[src/rtl/servo_gauge_sequencer.sv]
// ---------------------------------------------------------------------------
// servo_gauge_sequencer
//
// Produces the speed value for the servo PWM block that drives the analog
// speedometer needle. After reset the needle sweeps 0 -> SWEEP_MAX, dwells
// for DWELL_FRAMES frames and returns to 0. It then tracks the latched target,
// moving at most STEP per servo frame and ignoring differences of DEADBAND or
// less so the needle does not jitter.
//
// Optional feature: define GAUGE_PEAK_HOLD_EN to enable the peak-hold
// register. Without it, peak_speed is tied to 0 and peak_clr is ignored.
//
// Ports:
//   clk          in   system clock (50 MHz)
//   rst_n        in   asynchronous active-low reset
//   target_speed in   [7:0] requested speed
//   target_valid in   latch target_speed (clamped to SWEEP_MAX)
//   sweep_req    in   request a needle sweep (honoured only in TRACK)
//   peak_clr     in   load peak_speed with the current gauge_speed
//   gauge_speed  out  [7:0] rate-limited speed to the servo PWM block
//   frame_tick   out  one-cycle pulse at each frame boundary
//   busy         out  high whenever the sequencer is not tracking
//   settled      out  tracking and |target - gauge| <= DEADBAND
//   peak_speed   out  [7:0] highest gauge value seen while tracking
// ---------------------------------------------------------------------------
module servo_gauge_sequencer #(
  parameter int unsigned FRAME_CYCLES = 1_000_000,
  parameter int unsigned STEP         = 4,
  parameter int unsigned SWEEP_MAX    = 192,
  parameter int unsigned DWELL_FRAMES = 10,
  parameter int unsigned DEADBAND     = 1
) (
  input  logic       clk,
  input  logic       rst_n,
  input  logic [7:0] target_speed,
  input  logic       target_valid,
  input  logic       sweep_req,
  input  logic       peak_clr,
  output logic [7:0] gauge_speed,
  output logic       frame_tick,
  output logic       busy,
  output logic       settled,
  output logic [7:0] peak_speed
);

  localparam int CNT_W = (FRAME_CYCLES > 1) ? $clog2(FRAME_CYCLES) : 1;
  localparam int DW_W  = (DWELL_FRAMES > 0) ? $clog2(DWELL_FRAMES + 1) : 1;

  localparam logic [CNT_W-1:0] CNT_LAST = CNT_W'(FRAME_CYCLES - 1);
  localparam logic [DW_W-1:0]  DW_LAST  = DW_W'(DWELL_FRAMES);
  localparam logic [8:0]       STEP9    = 9'(STEP);
  localparam logic [8:0]       MAX9     = 9'(SWEEP_MAX);
  localparam logic [8:0]       DB9      = 9'(DEADBAND);
  localparam logic [7:0]       MAX8     = 8'(SWEEP_MAX);

  typedef enum logic [1:0] {
    SWEEP_UP,
    DWELL,
    SWEEP_DOWN,
    TRACK
  } state_e;

  state_e           state_q, state_d;
  logic [CNT_W-1:0] cnt_q, cnt_d;
  logic             tick_q, tick_d;
  logic [DW_W-1:0]  dwell_q, dwell_d;
  logic [7:0]       gauge_q, gauge_d;
  logic [7:0]       target_q, target_d;

  // 9-bit working values so add/subtract never wrap.
  logic [8:0] sum;
  logic [8:0] diff;
  logic [8:0] mag;
  logic [8:0] step;

  // Frame timer: tick is registered, so it is high in the cycle after the
  // counter sits at its last value.
  always_comb begin
    cnt_d  = (cnt_q == CNT_LAST) ? '0 : cnt_q + 1'b1;
    tick_d = (cnt_q == CNT_LAST);
  end

  // Signed distance from gauge to target and its magnitude.
  always_comb begin
    diff = {1'b0, target_q} - {1'b0, gauge_q};
    mag  = diff[8] ? (9'd0 - diff) : diff;
  end

  always_comb begin
    // NOTE: every variable gets a default before the case so no path leaves
    // it unassigned; otherwise synthesis infers a latch.
    state_d  = state_q;
    gauge_d  = gauge_q;
    dwell_d  = dwell_q;
    sum      = {1'b0, gauge_q} + STEP9;
    step     = (mag > STEP9) ? STEP9 : mag;
    target_d = target_q;

    // Targets are captured in every state; only TRACK acts on them.
    if (target_valid) begin
      target_d = (target_speed > MAX8) ? MAX8 : target_speed;
    end

    unique case (state_q)
      SWEEP_UP: begin
        if (tick_q) begin
          if (sum >= MAX9) begin
            gauge_d = MAX8;
            dwell_d = '0;
            state_d = DWELL;
          end else begin
            gauge_d = 8'(sum);
          end
        end
      end

      DWELL: begin
        if (tick_q) begin
          dwell_d = dwell_q + 1'b1;
          if (DW_W'(dwell_q + 1'b1) == DW_LAST) begin
            state_d = SWEEP_DOWN;
          end
        end
      end

      SWEEP_DOWN: begin
        if (tick_q) begin
          if ({1'b0, gauge_q} <= STEP9) begin
            gauge_d = '0;
            state_d = TRACK;
          end else begin
            gauge_d = 8'({1'b0, gauge_q} - STEP9);
          end
        end
      end

      TRACK: begin
        // A sweep request beats a coincident frame update.
        if (sweep_req) begin
          state_d = SWEEP_UP;
        end else if (tick_q && (mag > DB9)) begin
          // step <= |diff|, and the target is clamped, so the result stays
          // within 0..SWEEP_MAX.
          if (diff[8]) begin
            gauge_d = 8'({1'b0, gauge_q} - step);
          end else begin
            gauge_d = 8'({1'b0, gauge_q} + step);
          end
        end
      end

      default: state_d = SWEEP_UP;
    endcase
  end

  // NOTE: sequential state uses non-blocking assignments so every flop
  // samples the pre-edge values regardless of statement order.
  always_ff @(posedge clk or negedge rst_n) begin
    if (!rst_n) begin
      state_q  <= SWEEP_UP;
      cnt_q    <= '0;
      tick_q   <= 1'b0;
      dwell_q  <= '0;
      gauge_q  <= '0;
      target_q <= '0;
    end else begin
      state_q  <= state_d;
      cnt_q    <= cnt_d;
      tick_q   <= tick_d;
      dwell_q  <= dwell_d;
      gauge_q  <= gauge_d;
      target_q <= target_d;
    end
  end

  assign gauge_speed = gauge_q;
  assign frame_tick  = tick_q;
  assign busy        = (state_q != TRACK);
  assign settled     = (state_q == TRACK) && (mag <= DB9);

`ifdef GAUGE_PEAK_HOLD_EN
  logic [7:0] peak_q, peak_d;

  // Clear loads the present needle position rather than zero, so the peak
  // restarts from where the needle actually is.
  always_comb begin
    peak_d = peak_q;
    if (peak_clr) begin
      peak_d = gauge_q;
    end else if ((state_q == TRACK) && tick_q && (gauge_d > peak_q)) begin
      peak_d = gauge_d;
    end
  end

  always_ff @(posedge clk or negedge rst_n) begin
    if (!rst_n) begin
      peak_q <= '0;
    end else begin
      peak_q <= peak_d;
    end
  end

  assign peak_speed = peak_q;
`else
  logic unused_peak_clr;
  assign unused_peak_clr = peak_clr;
  assign peak_speed      = '0;
`endif

endmodule

[config.mk]
export PLATFORM = sky130hd
export DESIGN_NAME = servo_gauge_sequencer
export DESIGN_NICKNAME = d
export VERILOG_FILES = /design/src/rtl/servo_gauge_sequencer.sv
export SDC_FILE = /design/constraint.sdc
export NUM_CORES = 1
export LEC_CHECK = 0
export CAP_MARGIN = 20
export CORE_ASPECT_RATIO = 0.7
export CORE_MARGIN = 3
export CORE_UTILIZATION = 60
export CTS_BUF_LIST = sky130_fd_sc_hd__clkbuf_2
export DETAILED_ROUTE_END_ITERATION = 10
export HOLD_SLACK_MARGIN = 0.05
export PLACE_DENSITY = 0.81
export SYNTH_ARGS = -nofsm -noshare
export SYNTH_HDL_FRONTEND = slang
export SYNTH_SLANG_ARGS = --single-unit
[constraint.sdc]
create_clock -name clk -period 5.85 [get_ports clk]
set_input_delay 1.755 -clock clk [delete_from_list [all_inputs] [get_ports clk]]
set_output_delay 1.755 -clock clk [all_outputs]
set_load 0.1 [all_outputs]
# [Word level (Yosys, flattened, before mapping)]
# Cells that the tools add are included.
# Widths: inputs -> output; s select.
[classes] reduce_logical=8 addsub=8 n_lt_le_gt_ge=6 eq_ne=15 muxes=24
[ops] cell="$mux 8" count=9
[ops] cell="$pmux 8 s3" count=1
[ops] cell="$add 20x1->20 const B" count=1
[ops] cell="$eq 20x20->1 const B" count=1
[ops] cell="$mux 20" count=1
[ops] cell="$ne 2x2->1 const B" count=10
[ops] cell="$mux 2" count=7
[ops] cell="$mux 4" count=3
[ops] cell="$add 8x3->9 const B" count=1
[ops] cell="$ge 9x8->1 const B" count=1
[ops] cell="$gt 9x1->1 const B" count=1
[ops] cell="$gt 9x3->1 const B" count=1
[ops] cell="$le 9x1->1 const B" count=1
[ops] cell="$mux 9" count=1
[ops] cell="$sub 1x9->9 const A" count=1
[ops] cell="$sub 8x8->9" count=1
[ops] cell="$add 8x8->8" count=1
[ops] cell="$gt 8x8->1 const B" count=1
[ops] cell="$le 8x3->1 const B" count=1
[ops] cell="$pmux 2 s4" count=1
[ops] cell="$pmux 4 s2" count=1
[ops] cell="$sub 8x3->8 const B" count=1
[ops] cell="$sub 8x8->8" count=1
[ops] cell="$reduce_and 7->1" count=1
[ops] cell="10 further kinds" count=12
[word_totals] wordCells=67 in_bits=13 output_inout_bits=19 regBits=43

# [Longest topological paths before layout]
[logic_depth] ltp_word=10 mapped_depth=26 mapped_depth_nobuf=26

# [Least setup slack after synthesis]
# OpenSTA, ideal clock, no wires.
[synth_timing] kind="flip-flop to output port" start="reg gauge_q[4] (netlist: gauge_speed[4])" end="out settled" t_arrival_ns=4.368 slack_ns=-0.273 required_time_ns=4.095 n_path_buf=2 stages_incl_launch_ff=11 cell_sequence="dfrtp_1 clkbuf_1 inv_1 ha_1 buf_6 a2111o_1 o31a_1 a211oi_2 a21boi_2 o211ai_1 nor2_1"
[synth_via] elab_chain_len=5
[synth_rtl] item="start: declaration" line="67" rtl="logic [7:0] gauge_q, gauge_d;"
[synth_rtl] item="start signal: assignment" line="171" rtl="gauge_q <= gauge_d;"
[synth_rtl] item="$sub 8x8->9 (*)" line="85" rtl="diff = {1'b0, target_q} - {1'b0, gauge_q};"
[synth_rtl] item="$sub 1x9->9" line="86" rtl="mag = diff[8] ? (9'd0 - diff) : diff;"
[synth_rtl] item="$mux 9 (*)" line="86"
[synth_rtl] item="$le 9x1->1 (*)" line="179" rtl="assign settled = (state_q == TRACK) && (mag <= DB9);"
[synth_rtl] item="$logic_and 1x1->1 (*)" line="179"
[synth_rtl] item="end: declaration" line="42" rtl="output logic settled,"
# Mark *: on every way between the ends. The rest lies on a longest branch, timed or not.

# [Worst setup path after layout]
[layout_timing] start="reg gauge_q[1] (netlist: gauge_speed[1])" end="reg gauge_q[7] (netlist: gauge_speed[7])"
[layout_via] elab_chain_len=10 elab_cells_between_ends=23 cone_classes="add/sub (6); order compare (4); eq/ne (1); mux (10); reduce/logical (2)"
[layout_rtl] item="$sub 8x8->9" line="85"
[layout_rtl] item="$sub 1x9->9" line="86"
[layout_rtl] item="$mux 9" line="86"
[layout_rtl] item="$gt 9x3->1" line="96" rtl="step = (mag > STEP9) ? STEP9 : mag;"
[layout_rtl] item="$mux 8" line="96"
[layout_rtl] item="$add 8x8->8 / $sub 8x8->8 (equally long branches)" line="147, 145"
[layout_rtl] item="$mux 8" line="144" rtl="if (diff[8]) begin"
[layout_rtl] item="$mux 8" line="141" rtl="end else if (tick_q && (mag > DB9)) begin"
[layout_rtl] item="$mux 8" line="139" rtl="if (sweep_req) begin"
[layout_rtl] item="$pmux 8 s3" line="104" rtl="unique case (state_q)"
# Parallel ways exist; a longest one is shown, timed or not. The select of a mux whose other input is x is not followed.
# A chain may end at the register's enable or synchronous reset.

==> results by stage <==
Synthesis:
- The synthesized instance count is about 410.
- The post-synthesis instance area is between 3000 and 4000 sq um.
- The synthesized design contains 0 enable-type register cells.
- The Yosys step of the flow raised 0 warnings.
- In the synthesized netlist the dominant register cell turns out to be sky130_fd_sc_hd__dfrtp_1.
- The library cell with the largest summed area after synthesis is sky130_fd_sc_hd__dfrtp_1.
- The count of cell types in the netlist is 65.
- The share of synthesized area occupied by flip-flops and latches is 0.307.
- The synthesized design contains 43 register bits.
- The fraction of registers with async set/reset is 1.00.
- The proportion of netlist area held by the largest area contributor is 0.307.
- The average footprint of a synthesized cell is 8.49 sq um.
- Sorting the synthesized cells by area gives the leading types as sky130_fd_sc_hd__dfrtp_1 (31%), sky130_fd_sc_hd__ha_1 (10%), sky130_fd_sc_hd__nand2_1 (4.7%), sky130_fd_sc_hd__xnor2_1 (4.2%), sky130_fd_sc_hd__nor2_1 (3.5%).

Timing:
- The time the final worst path needs with I/O delays and setup is ~5.5 ns.
- In the post-route analysis, the smallest setup slack over all paths is 0.313 ns.
- At the pin with the least slew margin, the transition time is 0.988 ns.
- The worst max-slew margin expressed relative to the limit is 0.339.
- Timing would allow up to 181 MHz.
- The number of failing hold endpoints at the final stage is 0.
- The final number of max-transition violations came to 0.
- Between clock sinks in the finished design, the worst skew comes to 0.0193 ns.
- The minimum hold slack is 0.516 ns.
- The ratio of final minimum period to clock period is 0.947.
- The total of endpoints with negative setup slack in the final report is 0.

Worst setup path:
- Counting both buffers and inverters, the worst setup path holds a total of 1.
- The largest stage delay on the critical path is 0.47 ns.
- The worst path arrival time is 5.86 ns.
- The family of cells with the greatest summed delay on the critical path is compound AO/OA/AOI/OAI gates.
- The startpoint type of the worst setup path is a flop.
- The required time of the critical path is 6.17 ns.
- Traced cell by cell, the critical path runs through inv_1 -> ha_1 -> nor2b_1 -> o2111a_1 -> a211oi_1 -> nand4_1 -> a211oi_2 -> o211ai_1 -> nand2b_4 -> or2_2 -> ha_1 -> nand2_1 -> o21a_1 -> ha_1 -> nor2b_1 -> o21ai_1 -> a21boi_1 -> o21ai_2 -> a21o_1 -> a31oi_1 -> nand3_1 -> a32o_1 -> or3_1.
- The type of the worst setup path is reg -> reg.
- STA classifies the critical path endpoint as a flop.
- The library cell appearing most often on the critical path is sky130_fd_sc_hd__ha_1.
- The library cell contributing the largest single delay on the critical path is sky130_fd_sc_hd__dfrtp_2.
- The maximum fanout count along the critical path is 5.

Pwr:
- For this design the ratio of total power to cell area is between 150 and 200 nW/um^2.
- In this run the static leakage power is between 0.0015 and 0.002 uW.
- Of the total power, the share spent switching nets is 0.349.
- The internal portion of total power is roughly 460 uW.
- The share of total power dissipated in sequential elements is 0.436.
- The share of power burned in combinational logic is 0.309.
- The net switching power is ~250 uW.
- Across the VDD grid, the largest voltage drop is roughly 0.094 mV.
- The share of total power dissipated in the clock network is 0.255.
- The overall power is 704 uW.

CTS:
- The clock latency at the later pin of the worst-skew pair is 0.43 ns.
- The number of hold buffers added after CTS was 0.
- The TritonCTS sink count is 43.
- The CTS tree is done.
- The tree is rooted in a sky130_fd_sc_hd__clkbuf_2.
- The buffer depth of the longest clock path is 2.
- The number of buffers added by the clock tree synthesis step is 5.
- The CTS H-tree depth is 2.
- The clock transition at the registers of the reported paths is 0.25 ns.

Placement:
- The count of buffers added on input and output ports is 22.
- Prior to clock tree synthesis, the placed netlist has a worst setup slack of 0.0191 ns.
- The placed instance count is a little over 500.
- Detailed placement ended at an HPWL of 6.19 mm.
- Routability-driven placement finished with a final weighted congestion of 0.894.

Global route:
- The global routing usage summed across all routing layers is 0.247.
- Summed over all layers, the global routing overflow is 0.
- The first global-routing pass estimated around 14 mm of wire.
- The pin count of the biggest net entering global routing is 44.
- The number of global-route vias before repair was 2981.
- The initial antenna violation count is 0.

Floorplan:
- Measured along the y axis, the die boundary spans 70.0 um.
- The chip width is 97.4 um.
- During I/O placement, the number of pins put on the boundary was 32.
- The initial cell density of the core is 0.644.
- The number of placement rows is 22.
- The core outline area is 5450 sq um.
- The die area is 6820 sq um.

Finish:
- The antenna diode instance count is 0.
- The number of nets in the layout is slightly below 500.
- The count of cells in the finished layout, fillers not included, comes to slightly above 500.
- The fraction of layout cells with a size suffix above 1 is 0.105.
- From synthesis to final layout, the design area changed by 12.1%.

Drt:
- The first-pass iteration count of the detailed router is 5.
- The via count of the routed design is 3229.
- The count of unresolved DRC violations after routing is 0.
- The total length of routed wires is 8.30 mm.
- In the routed layout, each cell is associated on average with a via count of 6.23.
- The violation count after the first detailed-routing iteration is 250.
- The average routed wire per standard cell is 16.0 um.
- The count of nets left with antenna violations once routing finished came out at 0.

Run status:
- The run finished with clean final reports.

Job:
- The tool flagged a number of max-cap violations equal to 0.

Min path:
- The tightest min-delay check is of the reg -> reg type.
registers in the layout (all words and copies together), names as in the netlist:
signal,count
cnt_q,20
gauge_speed,8
target_q,8
dwell_q,4
state_q,2
frame_tick,1
metal layers:
metal  GRT usage  wire length, um  up-vias  share of wire
li1            -                -     1547              -
met1       0.364             3880     1542           0.47
met2       0.383             3730      132           0.45
met3      0.0489              638        8          0.077
met4      0.0399               61        0         0.0073
met5           0                0        -              0
layout by cell type, fill, tap and decap left out, types with 7 or more instances in the layout:
master,count
sky130_fd_sc_hd__buf_4,14
sky130_fd_sc_hd__dfrtp_1,41
sky130_fd_sc_hd__a21oi_1,17
sky130_fd_sc_hd__nand3_1,21
sky130_fd_sc_hd__xor2_1,12
sky130_fd_sc_hd__nor2_1,32
sky130_fd_sc_hd__conb_1,8
sky130_fd_sc_hd__nand4_1,10
sky130_fd_sc_hd__inv_1,22
sky130_fd_sc_hd__clkdlybuf4s50_1,20
sky130_fd_sc_hd__o21ai_0,22
sky130_fd_sc_hd__nand2_1,44
sky130_fd_sc_hd__ha_1,28
sky130_fd_sc_hd__nor3_1,12
sky130_fd_sc_hd__xnor2_1,16
sky130_fd_sc_hd__o211ai_1,7
sky130_fd_sc_hd__and3_1,8
final cells by class:
class                   instances  area, sq um
flip-flops and latches         43         1080
clock inverters                 3         43.8
well taps                      72         90.1
clock buffers                   5         25.0
repair buffers                 35          310
fillers                       457         1520
inverters                      23         86.3
multi-input cells             337         2300
cells by family (layout without fill, tap and decap cells):
logic type / Yosys count / after routing / share of synthesized area
AO/OA/AOI/OAI: 104 / 104 / 0.211
XOR/XNOR: 29 / 29 / 0.0724
adder cells (fa/ha/maj): 30 / 30 / 0.111
buffers and inverters: 40 / 66 / 0.0539
flip-flops: 43 / 43 / 0.307
multiplexers: 7 / 7 / 0.0214
other: 1 / 8 / 0.00107
AND/OR/NAND/NOR: 159 / 159 / 0.222
cells in the mapped netlist, types with 3 or more instances:
master / count
sky130_fd_sc_hd__nor2b_1: 6
sky130_fd_sc_hd__nor2_1: 33
sky130_fd_sc_hd__xnor2_1: 17
sky130_fd_sc_hd__a21oi_1: 17
sky130_fd_sc_hd__inv_1: 22
sky130_fd_sc_hd__a211oi_1: 7
sky130_fd_sc_hd__o21ai_0: 24
sky130_fd_sc_hd__nand2_1: 44
sky130_fd_sc_hd__and3_1: 8
sky130_fd_sc_hd__nand4_1: 10
sky130_fd_sc_hd__ha_1: 28
sky130_fd_sc_hd__mux2i_1: 3
sky130_fd_sc_hd__xor2_1: 12
sky130_fd_sc_hd__clkbuf_1: 7
sky130_fd_sc_hd__nand3_1: 21
sky130_fd_sc_hd__a211o_1: 3
sky130_fd_sc_hd__nor3_1: 12
sky130_fd_sc_hd__nand2b_1: 7
sky130_fd_sc_hd__nor4b_1: 4
sky130_fd_sc_hd__o21a_1: 6
sky130_fd_sc_hd__o211ai_1: 7
sky130_fd_sc_hd__or2_2: 3
sky130_fd_sc_hd__a31oi_1: 3
sky130_fd_sc_hd__mux2_2: 4
sky130_fd_sc_hd__a21o_1: 5
sky130_fd_sc_hd__dfrtp_1: 43
sky130_fd_sc_hd__buf_4: 8
sky130_fd_sc_hd__a22o_1: 4
sky130_fd_sc_hd__or3_1: 3
power by group through the flow:
| stage | sequential (uW) | combinational [uW] | clock (uW) |
|---|---|---|---|
| global route | 308 | 238 | 199 |
| global placement | 311 | 196 | 0 |
| floorplan | 311 | 157 | 0 |
| CTS | 307 | 205 | 180 |
| finish | 307 | 218 | 180 |
| detailed placement | 312 | 203 | 0 |
metrics by stage:
stage | setup TNS (ns) | util | area [sq um]
finish | 0 | 0.721 | 3930
floorplan | 0 | - | 3540
global route | -0.0482 | 0.721 | 3930
detailed placement | 0 | 0.703 | 3830
global placement | 0 | 0.703 | 3830
CTS | 0 | 0.715 | 3900
what timing repair did:
item,4_1_cts,5_1_grt
setup buffers,0,1
gates resized for setup,1,7
setup endpoints to repair,1,3
pin swaps,0,4
worst reg2reg max path, stage by stage, from the launching register on:
cell and delay (ns):
sky130_fd_sc_hd__dfrtp_2 0.47, sky130_fd_sc_hd__inv_1 0.25, sky130_fd_sc_hd__ha_1 0.30, sky130_fd_sc_hd__nor2b_1 0.15
sky130_fd_sc_hd__o2111a_1 0.27, sky130_fd_sc_hd__a211oi_1 0.41, sky130_fd_sc_hd__nand4_1 0.23, sky130_fd_sc_hd__a211oi_2 0.31
sky130_fd_sc_hd__o211ai_1 0.21, sky130_fd_sc_hd__nand2b_4 0.21, sky130_fd_sc_hd__or2_2 0.29, sky130_fd_sc_hd__ha_1 0.27
sky130_fd_sc_hd__nand2_1 0.06, sky130_fd_sc_hd__o21a_1 0.12, sky130_fd_sc_hd__ha_1 0.28, sky130_fd_sc_hd__nor2b_1 0.13
sky130_fd_sc_hd__o21ai_1 0.08, sky130_fd_sc_hd__a21boi_1 0.24, sky130_fd_sc_hd__o21ai_2 0.12, sky130_fd_sc_hd__a21o_1 0.17
sky130_fd_sc_hd__a31oi_1 0.16, sky130_fd_sc_hd__nand3_1 0.13, sky130_fd_sc_hd__a32o_1 0.27, sky130_fd_sc_hd__or3_1 0.31
final timing paths:
path,cells after the start,to,slack [ns],from
worst max-delay path,23,gauge_speed[7],0.31,gauge_speed[1]
worst min-delay path,1,cnt_q[10],0.52,cnt_q[10]
worst max register to register,23,gauge_speed[7],0.31,gauge_speed[1]
worst min register to register,1,cnt_q[10],0.52,cnt_q[10]
max in group asynchronous,1,gauge_speed[4],3.74,rst_n
min in group asynchronous,1,cnt_q[9],1.43,rst_n
Power figures use the tool's default switching activity.
